===== src/rtl/mux_ser_pkg.sv =====
// Shared types and select-index helpers for the mux serializer.
// The optional parity slot is enabled with MUX_SER_PARITY_EN.
package mux_ser_pkg;

    typedef enum logic [1:0] {
        ST_IDLE  = 2'd0,
        ST_SHIFT = 2'd1,
        ST_PAR   = 2'd2
    } state_t;

    // -1 truncates to all ones, i.e. WIDTH-1, because WIDTH is a power of 2.
    function automatic int sel_first(input int msb_first);
        return (msb_first != 0) ? -1 : 0;
    endfunction

    function automatic int sel_last(input int width, input int msb_first);
        return (msb_first != 0) ? 0 : width - 1;
    endfunction

endpackage


===== src/rtl/mux_serializer_bit_sel.sv =====
// Combinational WIDTH:1 bit-select mux.
// Picks data[sel]; sel spans exactly the word because WIDTH is a power of 2.
module bit_sel #(
    parameter int WIDTH = 8,
    localparam int SEL_W = $clog2(WIDTH)
) (
    input  logic [WIDTH-1:0] data,
    input  logic [SEL_W-1:0] sel,
    output logic             sel_bit
);

    assign sel_bit = data[sel];

endmodule


===== src/rtl/mux_serializer.sv =====
// Parallel-in/serial-out stage driving a WIDTH:1 bit-select mux.
// Define MUX_SER_PARITY_EN to append an even-parity bit to each word.
module mux_serializer
    import mux_ser_pkg::*;
#(
    parameter int WIDTH     = 8,
    parameter int MSB_FIRST = 0,
    localparam int SEL_W    = $clog2(WIDTH)
) (
    input  logic             clk,
    input  logic             rst_n,
    input  logic             in_valid,
    output logic             in_ready,
    input  logic [WIDTH-1:0] in_data,
    output logic             ser_out,
    output logic             ser_valid,
    output logic [SEL_W-1:0] sel,
    output logic             busy,
    output logic             done
);

    localparam logic [SEL_W-1:0] SEL_FIRST = SEL_W'(sel_first(MSB_FIRST));
    localparam logic [SEL_W-1:0] SEL_LAST  = SEL_W'(sel_last(WIDTH, MSB_FIRST));
    localparam logic [SEL_W-1:0] SEL_ONE   = SEL_W'(1);

    state_t           state;
    state_t           state_nxt;
    logic [WIDTH-1:0] hold;
    logic [SEL_W-1:0] sel_step;
    logic             is_last;
    logic             load;
    logic             data_bit;

    assign is_last  = (sel == SEL_LAST);
    assign sel_step = (MSB_FIRST != 0) ? sel - SEL_ONE : sel + SEL_ONE;
    assign load     = in_valid && in_ready;

    bit_sel #(
        .WIDTH(WIDTH)
    ) u_bit_sel (
        .data   (hold),
        .sel    (sel),
        .sel_bit(data_bit)
    );

`ifdef MUX_SER_PARITY_EN
    logic par_bit;

    assign par_bit = ^hold;
`endif

    always_comb begin
        state_nxt = state;
        in_ready  = 1'b0;
        ser_valid = 1'b0;
        ser_out   = 1'b0;
        busy      = 1'b0;
        done      = 1'b0;
        unique case (state)
            ST_IDLE: begin
                in_ready = 1'b1;
                if (in_valid) begin
                    state_nxt = ST_SHIFT;
                end
            end
            ST_SHIFT: begin
                ser_valid = 1'b1;
                ser_out   = data_bit;
                busy      = 1'b1;
                if (is_last) begin
`ifdef MUX_SER_PARITY_EN
                    state_nxt = ST_PAR;
`else
                    // Accepting here keeps back-to-back words bubble-free.
                    done      = 1'b1;
                    in_ready  = 1'b1;
                    state_nxt = in_valid ? ST_SHIFT : ST_IDLE;
`endif
                end
            end
`ifdef MUX_SER_PARITY_EN
            ST_PAR: begin
                ser_valid = 1'b1;
                ser_out   = par_bit;
                busy      = 1'b1;
                done      = 1'b1;
                in_ready  = 1'b1;
                state_nxt = in_valid ? ST_SHIFT : ST_IDLE;
            end
`endif
            default: begin
                state_nxt = ST_IDLE;
            end
        endcase
    end

    always_ff @(posedge clk or negedge rst_n) begin
        if (!rst_n) begin
            state <= ST_IDLE;
            hold  <= '0;
            sel   <= '0;
        end else begin
            state <= state_nxt;
            if (load) begin
                hold <= in_data;
                sel  <= SEL_FIRST;
            end else if (state == ST_SHIFT && !is_last) begin
                sel <= sel_step;
            end
        end
    end

endmodule


===== config.mk =====
export PLATFORM = sky130hd
export DESIGN_NAME = mux_serializer
export DESIGN_NICKNAME = d
export VERILOG_FILES = /design/src/rtl/mux_ser_pkg.sv /design/src/rtl/mux_serializer_bit_sel.sv /design/src/rtl/mux_serializer.sv
export SDC_FILE = /design/constraint.sdc
export NUM_CORES = 1
export LEC_CHECK = 0
export ABC_AREA = 1
export BUFFER_PORTS_ARGS = -buffer_cell sky130_fd_sc_hd__buf_4
export CAP_MARGIN = 20
export CORE_AREA = 3 3 40 42
export DETAILED_ROUTE_END_ITERATION = 6
export DIE_AREA = 0 0 43 45
export GPL_ROUTABILITY_DRIVEN = 0
export PLACE_DENSITY = 0.8
export SYNTH_ARGS = -nofsm -noshare
export SYNTH_HDL_FRONTEND = slang
export SYNTH_HIERARCHICAL = 1
export SYNTH_SLANG_ARGS = --single-unit

===== constraint.sdc =====
create_clock -name clk -period 3 [get_ports clk]
set_clock_uncertainty 0.1 [all_clocks]
set_input_delay 0.15 -clock clk [delete_from_list [all_inputs] [get_ports clk]]
set_output_delay 0.15 -clock clk [all_outputs]
set_load 0.01 [all_outputs]

# --- Yosys cells after proc, flatten, opt, wreduce, memory -nomap -nowiden ---
# Index checks and enable logic that the tools add are counted.
op_classes:
  add_sub_neg: 1
  n_lt_le_gt_ge: 1
  eq_ne: 4
  muxes: 13
  reduce_logical: 6
op_table:
  columns: ["cell", "count"]
  rows:
  - ["$mux 1", 6]
  - ["$mux 3", 2]
  - ["$lt 3x4->1 const B", 1]
  - ["$mux 2", 2]
  - ["$ne 2x2->1 const B", 2]
  - ["$pmux 2 s2", 1]
  - ["$add 3x1->3 const B", 1]
  - ["$bmux 1 s3", 1]
  - ["$eq 3x3->1 const B", 1]
  - ["$eq 2x1->1 const B", 1]
  - ["$logic_and 1x1->1", 2]
  - ["$logic_not 2->1", 1]
  - ["$pmux 1 s2", 1]
  - ["$reduce_and 2->1", 1]
  - ["$reduce_bool 2->1", 1]
  - ["$logic_not 1->1", 1]
totals:
  reg_bits: 13
  inputBits: 11
  out_inout_bits: 8

# --- Depth between registers and ports, before layout ---
# Gate-level depths: netlist (run 1).
logic_depth:
  ltp_word: 5
  ltp_mapped: 8

# --- Cells and area by module ---
# The synthesis (run 1) kept the hierarchy.
modules_own_cells:
  columns: ["module", "n_inst", "cells_per_inst", "area_per_inst_um2"]
  rows:
  - ["mux_serializer", 1, 61, 543.0]
  - ["bit_sel", 1, 28, 110.1]

# --- Worst setup path after synthesis (run 1) ---
# Ideal clock, no wire load.
synth_timing:
  path_kind: "flip-flop to flip-flop"
  from: "register sel[0]"
  to: "register sel[0]"
  t_arrival_ns: 1.290
  setup_slack_ns: 1.492
  stages_incl_launch_ff: 8
  synth_period_minus_slack_ns: 1.508
  path_cell_list: "dfrtp_1 ha_1 ha_1 inv_1 nand2_4 buf_6 nand3_1 nand2_1"
synth_via:
  elab_chain_cells: 5
synth_lines:
  columns: ["element", "line_no", "rtl"]
  rows:
  - ["start: declaration", "mux_serializer.sv:17", "output logic [SEL_W-1:0] sel,"]
  - ["start signal: assignment", "mux_serializer.sv:108", "sel <= sel_step;"]
  - ["$eq 3x3->1 *", "mux_serializer.sv:34", "assign is_last = (sel == SEL_LAST);"]
  - ["$mux 1 *", "mux_serializer.sv:70", "if (is_last) begin"]
  - ["$pmux 1 s2 *", "mux_serializer.sv:59", "unique case (state)"]
  - ["named net in_ready", "mux_serializer.sv:13", "output logic in_ready,"]
  - ["$logic_and 1x1->1 *", "mux_serializer.sv:36", "assign load = in_valid && in_ready;"]
  - ["$mux 3 / $reduce_bool 2->1 (equally long branches)", null, null]
# Mark *: on every way through the listed nets, which the timed path passes. The rest lies on a longest branch. The select of a mux whose other input is x is not followed.
# A chain may end at the register's enable or synchronous reset.

# --- Worst setup path after layout (run 1) ---
layout_timing:
  from: "register sel[0]"
  to: "output in_ready"
layout_via:
  elab_chain_cells: 3
layout_lines:
  columns: ["element", "line_no"]
  rows:
  - ["$eq 3x3->1", "mux_serializer.sv:34"]
  - ["$mux 1", "mux_serializer.sv:70"]
  - ["$pmux 1 s2", "mux_serializer.sv:59"]
  - ["end: declaration", "mux_serializer.sv:13"]
# No other way between the ends.

==> impl_results.md, run 1 <==
- Status: finished, final reports clean
- Routed Antenna Nets: 0
- CTS sink count: 12
- Initial Util: about half
- Crit-path max FO: 15
- Nets@finish: 123
- DRT Pass-1 Iters: 4
- Synth Area in XOR/XNOR: 0%
- Vias in the first global route: approximately 530
- Met1 GRT Util: 19.19%
- Initial antenna violation count: 0
- Root Buffer: clkbuf_4
- IO buf count: 18
- CTS tree: built
- HP Class: in2reg
- Number of buffers created by CTS: 3
- Commonest cells after routing, fill and taps aside: nand2_1 (38), buf_4 (18), inv_1 (16)
- Largest family of logic cells by synthesized area: simple AND/OR/NAND/NOR gates
- VDD IR max: 422.5 uV
- Finished Cell Area: 829.5 sq um
- Cell Area, Placed: 783.3 sq um
- Synth top area share: 45.98%
- Wire length per cell: approximately 9.6 um
- Die area: 1935 sq um
- Area fraction in compound gates after synthesis: 0%
- Global-route usage over all layers: 15.14%
- Setup CP Type: reg2out
- # diodes: 0
- Ports: 19
- Die X: 43 um
- Die height: between 40 and 50 um
- Clock Path Buffers: 2
- Area grow syn2layout: 27.01%
- Layout cells sized above 1: a little under a quarter
- Leak: 0.0005054 uW
- First-pass GRT wire length: 2125 um
- Synth area leader: dfrtp_1
- Row Count: 13
- Final Cycle Share: 60.42%
- Max Clk Rate: 0.5517 GHz
- Worst path arrival time: about 1.6 ns
- Synth Register Bits: 12
- Clk pin slew, worst setup/hold paths: 0.08 ns
- Sequential area share after synthesis: 45.98%
- DR vias/cell: 4.766
- Power per cell area: 1017 nW/um^2
- Startpoint types: flop
- Total Power: ~840 uW
- Post-synthesis mux area share: 0%
- Detailed placement HPWL: a little under 900 um
- Mapped Nets: 102
- Pin count of the biggest net entering global routing: 16
- Ranking of synthesized cells by area: dfrtp_1 (46%), nand2_1 (22%), nand3_1 (11%)
- RSZ-0062 raised after global routing: false
- # fillers: approximately 120
- Worst EP required: around 2.8 ns
- Fin worst setup slack: 1.187 ns
- Met3 GRT Util: between 3 and 4%
- Final hold viol count: 0
- Min cycle time layout: 1.813 ns
- Grt peak-use layer: met2
- Worst-Margin Slew: 0.2653 ns
- Remaining Overflow, GRT: 0
- Detailed Route Iter0 Violations: 6
- Final max-slew violation count: 0
- Post-Syn Area: approximately 650 sq um
- Maxcap violations: 0
- Max-Slew Margin vs Limit: 82.32%
- Critical Path End Type: output pin
- Post-route setup TNS: 0 ns
- Later-pin clock latency in the skew report: 0.27 ns
- Count of different cell masters after synthesis: 10
- Dpl ws: 1.476 ns
- Mapped Avg Cell Area: 7.338 sq um
- Most common cell after layout, fill and taps aside: nand2_1
- Core ar.: about 1300 sq um
- DRC Markers: 0
- Met2 Usage GRT: 22.75%
- Synth Area in Adders: 3.831%
- H-tree levels: 1
- Cell count after synthesis: 89
- WL final: ~1200 um
- Setup violators final: 0
- Syn. warnings: 6
- Vias: between 500 and 600
- Synth Area in Simple Gates: 36.78%
- Core Util, Final: 64.56%
## registers in the layout, summed over array words and instances, names as in the netlist
register,cells
sel,3
state,1
hold,8
## critical path, cell delays in order (launching register included)
cell and delay, ns:
dfrtp_1 0.47, ha_1 0.24, ha_1 0.19, inv_1 0.09, nand2_4 0.12, buf_4 0.18
## Yosys cell counts
master,instances
dfrtp_1,12
buf_2,1
ha_1,2
buf_4,1
inv_1,16
buf_6,1
nand3_1,15
nand2_1,38
inv_2,1
nand2_4,2
## where the power goes
group	total, uW	internal [uW]	leakage [uW]	switching, uW
Combinational	409	182	0.000339	227
Sequential	305	238	0.000145	67.5
Clock	129	73.8	0.0000210	55.6
## metrics by stage
stage / instances / hold WS, ns
2_1_floorplan: 89 / -0.2456
3_3_place_gp: 119 / -0.1047
3_5_place_dp: 119 / -0.1029
4_1_cts: 124 / 0.001169
5_1_grt: 124 / 0.01551
6_report: 124 / 0.001508
## final cells by class
type | count | area, sq um | area share, %
Clock buffer | 4 | 36.28 | 4.374
Inverter | 17 | 63.81 | 7.692
Multi-Input combinational cell | 57 | 265.3 | 31.98
Sequential cell | 12 | 300.3 | 36.20
Tap cell | 15 | 18.77 | 2.262
Timing Repair Buffer | 19 | 145.1 | 17.50
## kinds of logic after synthesis
| family | Yosys count |
|---|---|
| fa+ha+maj | 2 |
| buf+inv | 20 |
| flops | 12 |
| simple gates | 55 |
## layer usage
metal / up-vias / part of all wire [%]
met5: - / 0
met4: 0 / 3.0
met3: 5 / 6.5
met2: 16 / 45
met1: 264 / 46
li1: 306 / -
## worst paths after layout
check	startpoint	to	slack, ns	cells past startpoint
max in group asynchronous	rst_n	hold[2]	2.51	2
min	in_data[7]	hold[7]	0.002	3
min reg2reg	hold[2]	hold[2]	0.38	2
max reg2reg	sel[0]	sel[2]	1.48	7
min in group asynchronous	rst_n	hold[7]	0.14	2
max	sel[0]	in_ready	1.19	5
## timing repair
| action | 4_1_cts | 5_1_grt |
|---|---|---|
| buffers inserted | 0 | 0 |
| endpoints found under the hold margin | 12 | 0 |
| resized for setup | 0 | 0 |
| hold buffers | 1 | 0 |
Note: power is estimated with default switching activity, not from simulation.
==> run 2, diff against run 1 <==
- CORE_AREA: 3 3 40 42 -> default
- CORE_ASPECT_RATIO: default -> 1.1
- CORE_MARGIN: default -> 3
- CORE_UTILIZATION: default -> 44
- DIE_AREA: 0 0 43 45 -> default
- PLACE_DENSITY: 0.8 -> 0.76
- clock period: 3 -> 1.6 ns (I/O delays scaled with it)
==> impl_results.md, run 2 (synthesized netlist as in run 1, its figures left out) <==
- Status: finished, final reports clean
- Power per cell area: 1895 nW/um^2 (+86%)
- Die area: 1983 sq um (+2.5%)
- Final max-slew violation count: 0 (unchanged)
- Worst path top cell family by delay: flip-flops
- Leak: 0.0005746 uW (+14%)
- Later-pin clock latency in the skew report: 0.27 ns (about the same)
- Worst path arrival time: 1.37 ns (-0.19 ns)
- First-pass GRT wire length: 2504 um (+18%)
- DRC Markers: 0 (unchanged)
- WL final: 1600 um (+34%)
- Wire length per cell: 11.76 um (+22%)
- Die X: 42.74 um (-0.62%)
- Largest Register: hold
- DR vias/cell: 4.941 (+3.7%)
- Most common cell after layout, fill and taps aside: nand2_1
- Worst EP required: 1.42 ns (-1.33 ns)
- Number of buffers created by CTS: 3 (unchanged)
- Global-route usage over all layers: 17.92% (+2.8 points)
- Number of flip-flops in the largest register: 8 (unchanged)
- CP dominant cell by count: nand2_1
- H-tree levels: 1 (unchanged)
- Slowest cell on crit path: dfrtp_1
- Min cycle time layout: between 1.5 and 2 ns
- Core Util, Final: 77.60% (+13 points)
- Initial antenna violation count: 0 (unchanged)
- Commonest cells after routing, fill and taps aside: nand2_1 (31), buf_4 (20), inv_1 (14)
- Crit-path max FO: 7 (-8)
- Setup CP Type: reg2out
- Routed Antenna Nets: 0 (unchanged)
- Clk pin slew, worst setup/hold paths: 0.08 ns (about the same)
- Final Cycle Share: 96.86%
- CP max stage delay: 0.39 ns (-0.08 ns)
- VDD IR max: 822.9 uV (+95%)
- Startpoint types: flop
- CP Buf/Inv Count: 4 (+2)
- Row Count: 13 (unchanged)
- Max Clk Rate: 0.6453 GHz
- Vias in the first global route: 574 (+9.1%)
- Final hold viol count: 0 (unchanged)
- Max-Slew Margin vs Limit: 86.03% (+3.7 points)
- IO buf count: 18 (unchanged)
- Ordered cell list for the critical path: buf_6 > inv_8 > nand2_2 > nand3_1 > nand2_1 > nand2_1 > nand2_1 > nand2_1 > inv_1 > buf_6
- Top Registers: hold: 8 flops, sel: 3 flops, state: 1 flops
- Pin count of the biggest net entering global routing: 15 (-1)
- Setup violators final: 0 (unchanged)
- CTS sink count: 12 (unchanged)
- DRT Pass-1 Iters: 4 (unchanged)
- Ports: 19 (unchanged)
- Vias: 672 (+14%)
- Finished Cell Area: 997.2 sq um (+20%)
- RSZ-0062 raised after global routing: true
- Layout cells sized above 1: 33.88% (+11 points)
- # diodes: 0 (unchanged)
- Critical Path End Type: output pin
- Worst-Margin Slew: 0.2096 ns (-0.05566 ns)
- Remaining Overflow, GRT: 0 (unchanged)
- Cell Area, Placed: 790.8 sq um (+0.96%)
- Detailed placement HPWL: 939.4 um (+4.9%)
- Initial Util: 50.83% (unchanged)
- CTS tree: built
- Nets@finish: 135 (+9.8%)
- Die height: 46.41 um (+3.1%)
- Area grow syn2layout: 52.68%
- Detailed Route Iter0 Violations: 15 (+9)
- Root Buffer: clkbuf_4
- HP Class: in2reg
- Clock Path Buffers: 2 (unchanged)
- Core ar.: 1285 sq um (unchanged)
- Maxcap violations: 0 (unchanged)
[run 2: changes by cell type in the layout (fill, tap and decap cells not counted), sizes merged]
cell / previous run / this run
buf: 18 / 22
dlygate4sd3: 1 / 9
[run 2: final timing paths]
check                          from  endpoint  slack, ns  depth (start not counted)
hold reg to reg             hold[7]   hold[7]       0.37                          2
min in group asynchronous     rst_n   hold[2]       0.08                          2
setup reg to reg             sel[0]   hold[6]       0.09                          8
max in group asynchronous     rst_n   hold[3]       1.17                          2
hold / removal             in_valid   hold[0]       0.03                          3
setup / recovery             sel[0]   ser_out       0.05                         10
[run 2: routing by layer]
layer | track usage [%] | routed length [um] | share of wire (%) | vias up
met5 | 0 | 0 | 0 | -
met4 | 9.317 | 12 | 0.75 | 0
met3 | 5.859 | 109 | 6.8 | 2
met2 | 29.04 | 838 | 52 | 28
met1 | 21.26 | 640 | 40 | 309
li1 | - | - | - | 333
[run 2: report_power, final]
group	internal (uW)	switching, uW
clock network	138	98.2
registers	446	103
logic	498	606
[run 2: tightest hold or removal path: cells and delay by family]
| family | cells | cell delay, ns |
|---|---|---|
| buffers and inverters | 1 | 0.15 |
| and+or+nand+nor | 2 | 0.13 |
[run 2: cell type report]
cell class / instances / area (sq um)
multi-input cells: 57 / 307.8
fillers: 93 / 287.8
well taps: 15 / 18.77
flip-flops and latches: 12 / 300.3
repair buffers: 31 / 262.8
clock buffers: 4 / 36.28
inverters: 17 / 71.32
[run 2: timing repair]
item,CTS,global route
buffers inserted,2,1
hold buffers,9,0
setup endpoints to repair,1,1
resized for setup,0,19
pin swaps,0,3
endpoints found under the hold margin,20,0
[run 2: metrics by stage]
| stage | setup TNS (ns) | setup slack, ns | hold slack, ns | power (uW) | std cells |
|---|---|---|---|---|---|
| 6_report | 0 | 0.05032 | 0.02962 | 1889 | 136 |
| 5_1_grt | -0.05045 | -0.04769 | 0.01897 | 2058 | 136 |
| 4_1_cts | 0 | 0.04230 | 0.01804 | 1675 | 135 |
| 3_5_place_dp | 0 | 0.1726 | -0.1724 | 1373 | 120 |
| 3_3_place_gp | 0 | 0.2071 | -0.1740 | 1353 | 120 |
| 2_1_floorplan | 0 | 0.09155 | -0.3156 | 1104 | 89 |
==> run 3, diff against run 2 <==
--- a/config.mk
+++ b/config.mk
@@ -12,6 +12,8 @@
 export CORE_MARGIN = 3
 export CORE_UTILIZATION = 44
+export CTS_BUF_LIST = sky130_fd_sc_hd__clkbuf_8 sky130_fd_sc_hd__clkbuf_16
 export DETAILED_ROUTE_END_ITERATION = 6
 export GPL_ROUTABILITY_DRIVEN = 0
+export GPL_TIMING_DRIVEN = 0
 export PLACE_DENSITY = 0.76
 export SYNTH_ARGS = -nofsm -noshare
==> constraint.sdc (replaced) <==
create_clock -name clk -period 1.6 [get_ports clk]
set_clock_uncertainty 0.1 [all_clocks]
set_input_delay 0.08 -clock clk [delete_from_list [all_inputs] [get_ports clk]]
set_output_delay 0.08 -clock clk [all_outputs]
set_load 0.02 [all_outputs]
==> impl_results.md, run 3 (synthesized netlist as in run 1, its figures left out) <==
- Largest Register: hold
- Die area: 1983 sq um (unchanged)
- Critical Path End Type: output pin
- Hold path depth: 3 (unchanged)
- Critical Path Start: sel[0]
- Clk pin slew, worst setup/hold paths: 0.05 ns (-0.03 ns)
- Pin count of the biggest net entering global routing: 16 (+1)
- Total Power: 2086 uW (+10%)
- DRT Pass-1 Iters: 2 (-2)
- Worst R2R Path Depth: 8 (unchanged)
- Die X: 42.74 um (unchanged)
- Nets@finish: 140 (+3.7%)
- Worst-Margin Slew: 0.2673 ns (+0.05774 ns)
- Vias: 657 (-2.2%)
- Detailed Route Iter0 Violations: 5 (-10)
- Max Clk Rate: 0.6426 GHz (-0.42%)
- Max-Slew Margin vs Limit: 82.18% (-3.8 points)
- Min cycle time layout: 1.556 ns (+0.006565 ns)
- Number of flip-flops in the largest register: 8 (unchanged)
- Clock Path Buffers: 2 (unchanged)
- Core Util, Final: 80.72% (+3.1 points)
- Most common cell after layout, fill and taps aside: nand2_1
- WL final: 1557 um (-2.7%)
- Global-route usage over all layers: 18.15% (+0.23 points)
- Final hold viol count: 0 (unchanged)
- Leak: 0.0005962 uW (+3.8%)
- # diodes: 0 (unchanged)
- Footprint of the multi-input gates: 294.0 sq um (-4.5%)
- Status: finished, final reports clean
- Detailed placement HPWL: 958.2 um (+2.0%)
- Worst setup path end: in_ready
- Final max-slew violation count: 0 (unchanged)
- Initial antenna violation count: 0 (unchanged)
- Final Cycle Share: 97.27% (+0.41 points)
- Number of buffers created by CTS: 3 (unchanged)
- Worst R2R Start: sel[0]
- RSZ-0062 raised after global routing: true
- Routed Antenna Nets: 0 (unchanged)
- Die height: 46.41 um (unchanged)
- IO buf count: 17 (-1)
- DR vias/cell: 4.660 (-5.7%)
- Wire length per cell: 11.04 um (-6.1%)
- Maxcap violations: 0 (unchanged)
- Crit-path max FO: 9 (+2)
- Root Buffer: clkbuf_8
- Row Count: 13 (unchanged)
- Later-pin clock latency in the skew report: 0.24 ns (-0.03 ns)
- R2R Path End: hold[7]
- Layout cells sized above 1: 34.92% (+1.0 points)
- Vias in the first global route: 626 (+9.1%)
- VDD IR max: 1036 uV (+26%)
- Setup CP Type: reg2out
- Startpoint types: flop
- Commonest cells after routing, fill and taps aside: nand2_1 (34), buf_4 (23), inv_1 (13), nand3_1 (13), dfrtp_1 (11)
- Ports: 19 (unchanged)
- Top Registers: hold: 8 flops, sel: 3 flops, state: 1 flops
- First-pass GRT wire length: 2580 um (+3.0%)
- Initial Util: 50.83% (unchanged)
- Register area: 301.5 sq um (+0.42%)
- Worst path arrival time: 1.38 ns (about the same)
- DRC Markers: 0 (unchanged)
- CTS sink count: 12 (unchanged)
- Worst EP required: 1.42 ns (about the same)
- # fillers: 84 (-9.7%)
- HP Class: in2reg
- R2R setup slack: 0.08 ns (about the same)
- Area grow syn2layout: 58.81%
- Remaining Overflow, GRT: 0 (unchanged)
- Core ar.: 1285 sq um (unchanged)
- Power per cell area: 2012 nW/um^2 (+6.2%)
- H-tree levels: 1 (unchanged)
- Setup violators final: 0 (unchanged)
- CTS tree: built
==> run 3: changes by cell type in the layout (fill, tap and decap cells not counted), sizes merged <==
cell and change:
buf +5
==> run 3: through the flow <==
stage               hold WS [ns]  setup WS [ns]  cell area (sq um)  std cells  setup TNS [ns]
floorplan                -0.3156        0.01726              653.1         89               0
global placement         -0.1745        0.04591              799.5        121               0
detailed placement       -0.1733        0.01767              799.5        121               0
CTS                       0.1040        0.02218              962.2        135               0
global route              0.1095       -0.01935               1037        141        -0.02922
finish                   0.09994        0.04375               1037        141               0
==> run 3: power by group <==
part           switching [uW]  internal, uW  leakage [uW]
logic                     650           558      0.000423
clock network             113           218     0.0000288
registers                98.5           449      0.000144
==> run 3: layout make-up <==
type / instances / share of cell area [%]
Clock buffer: 4 / 5.308
Inverter: 17 / 6.393
Multi-Input combinational cell: 57 / 28.35
Sequential cell: 12 / 29.07
Timing Repair Buffer: 34 / 27.87
Tap cell: 15 / 1.809
Buffer: 2 / 1.206
==> run 3: how the worst min path moves through the flow <==
stage	start	end	slack, ns
2_1_floorplan	rst_n	hold[0]	-0.32
3_3_place_gp	rst_n	hold[0]	-0.17
3_5_place_dp	rst_n	hold[0]	-0.17
4_1_cts	in_valid	hold[4]	0.10
5_1_grt	in_valid	hold[0]	0.11
6_report	in_valid	hold[4]	0.1
==> run 3: timing repair <==
item                                    in CTS  in global routing
setup buffers                                2                  6
pin swaps                                    0                  5
hold endpoints to repair                    20                  0
hold buffers                                 9                  0
gates resized for setup                      4                 11
endpoints found under the setup margin       1                  2
==> run 3: critical path, stage by stage (launching register included) <==
cell	delay [ns]
dfrtp_2	0.41
ha_1	0.20
ha_1	0.20
inv_2	0.10
nand2_8	0.08
buf_6	0.14
==> run 3: metal layers <==
layer	wire (um)	global-route usage, %	up-vias
met3	84	4.688	5
met2	793	32.34	19
met1	646	19.28	294
met4	33	11.18	0
met5	0	0	-
li1	-	-	339
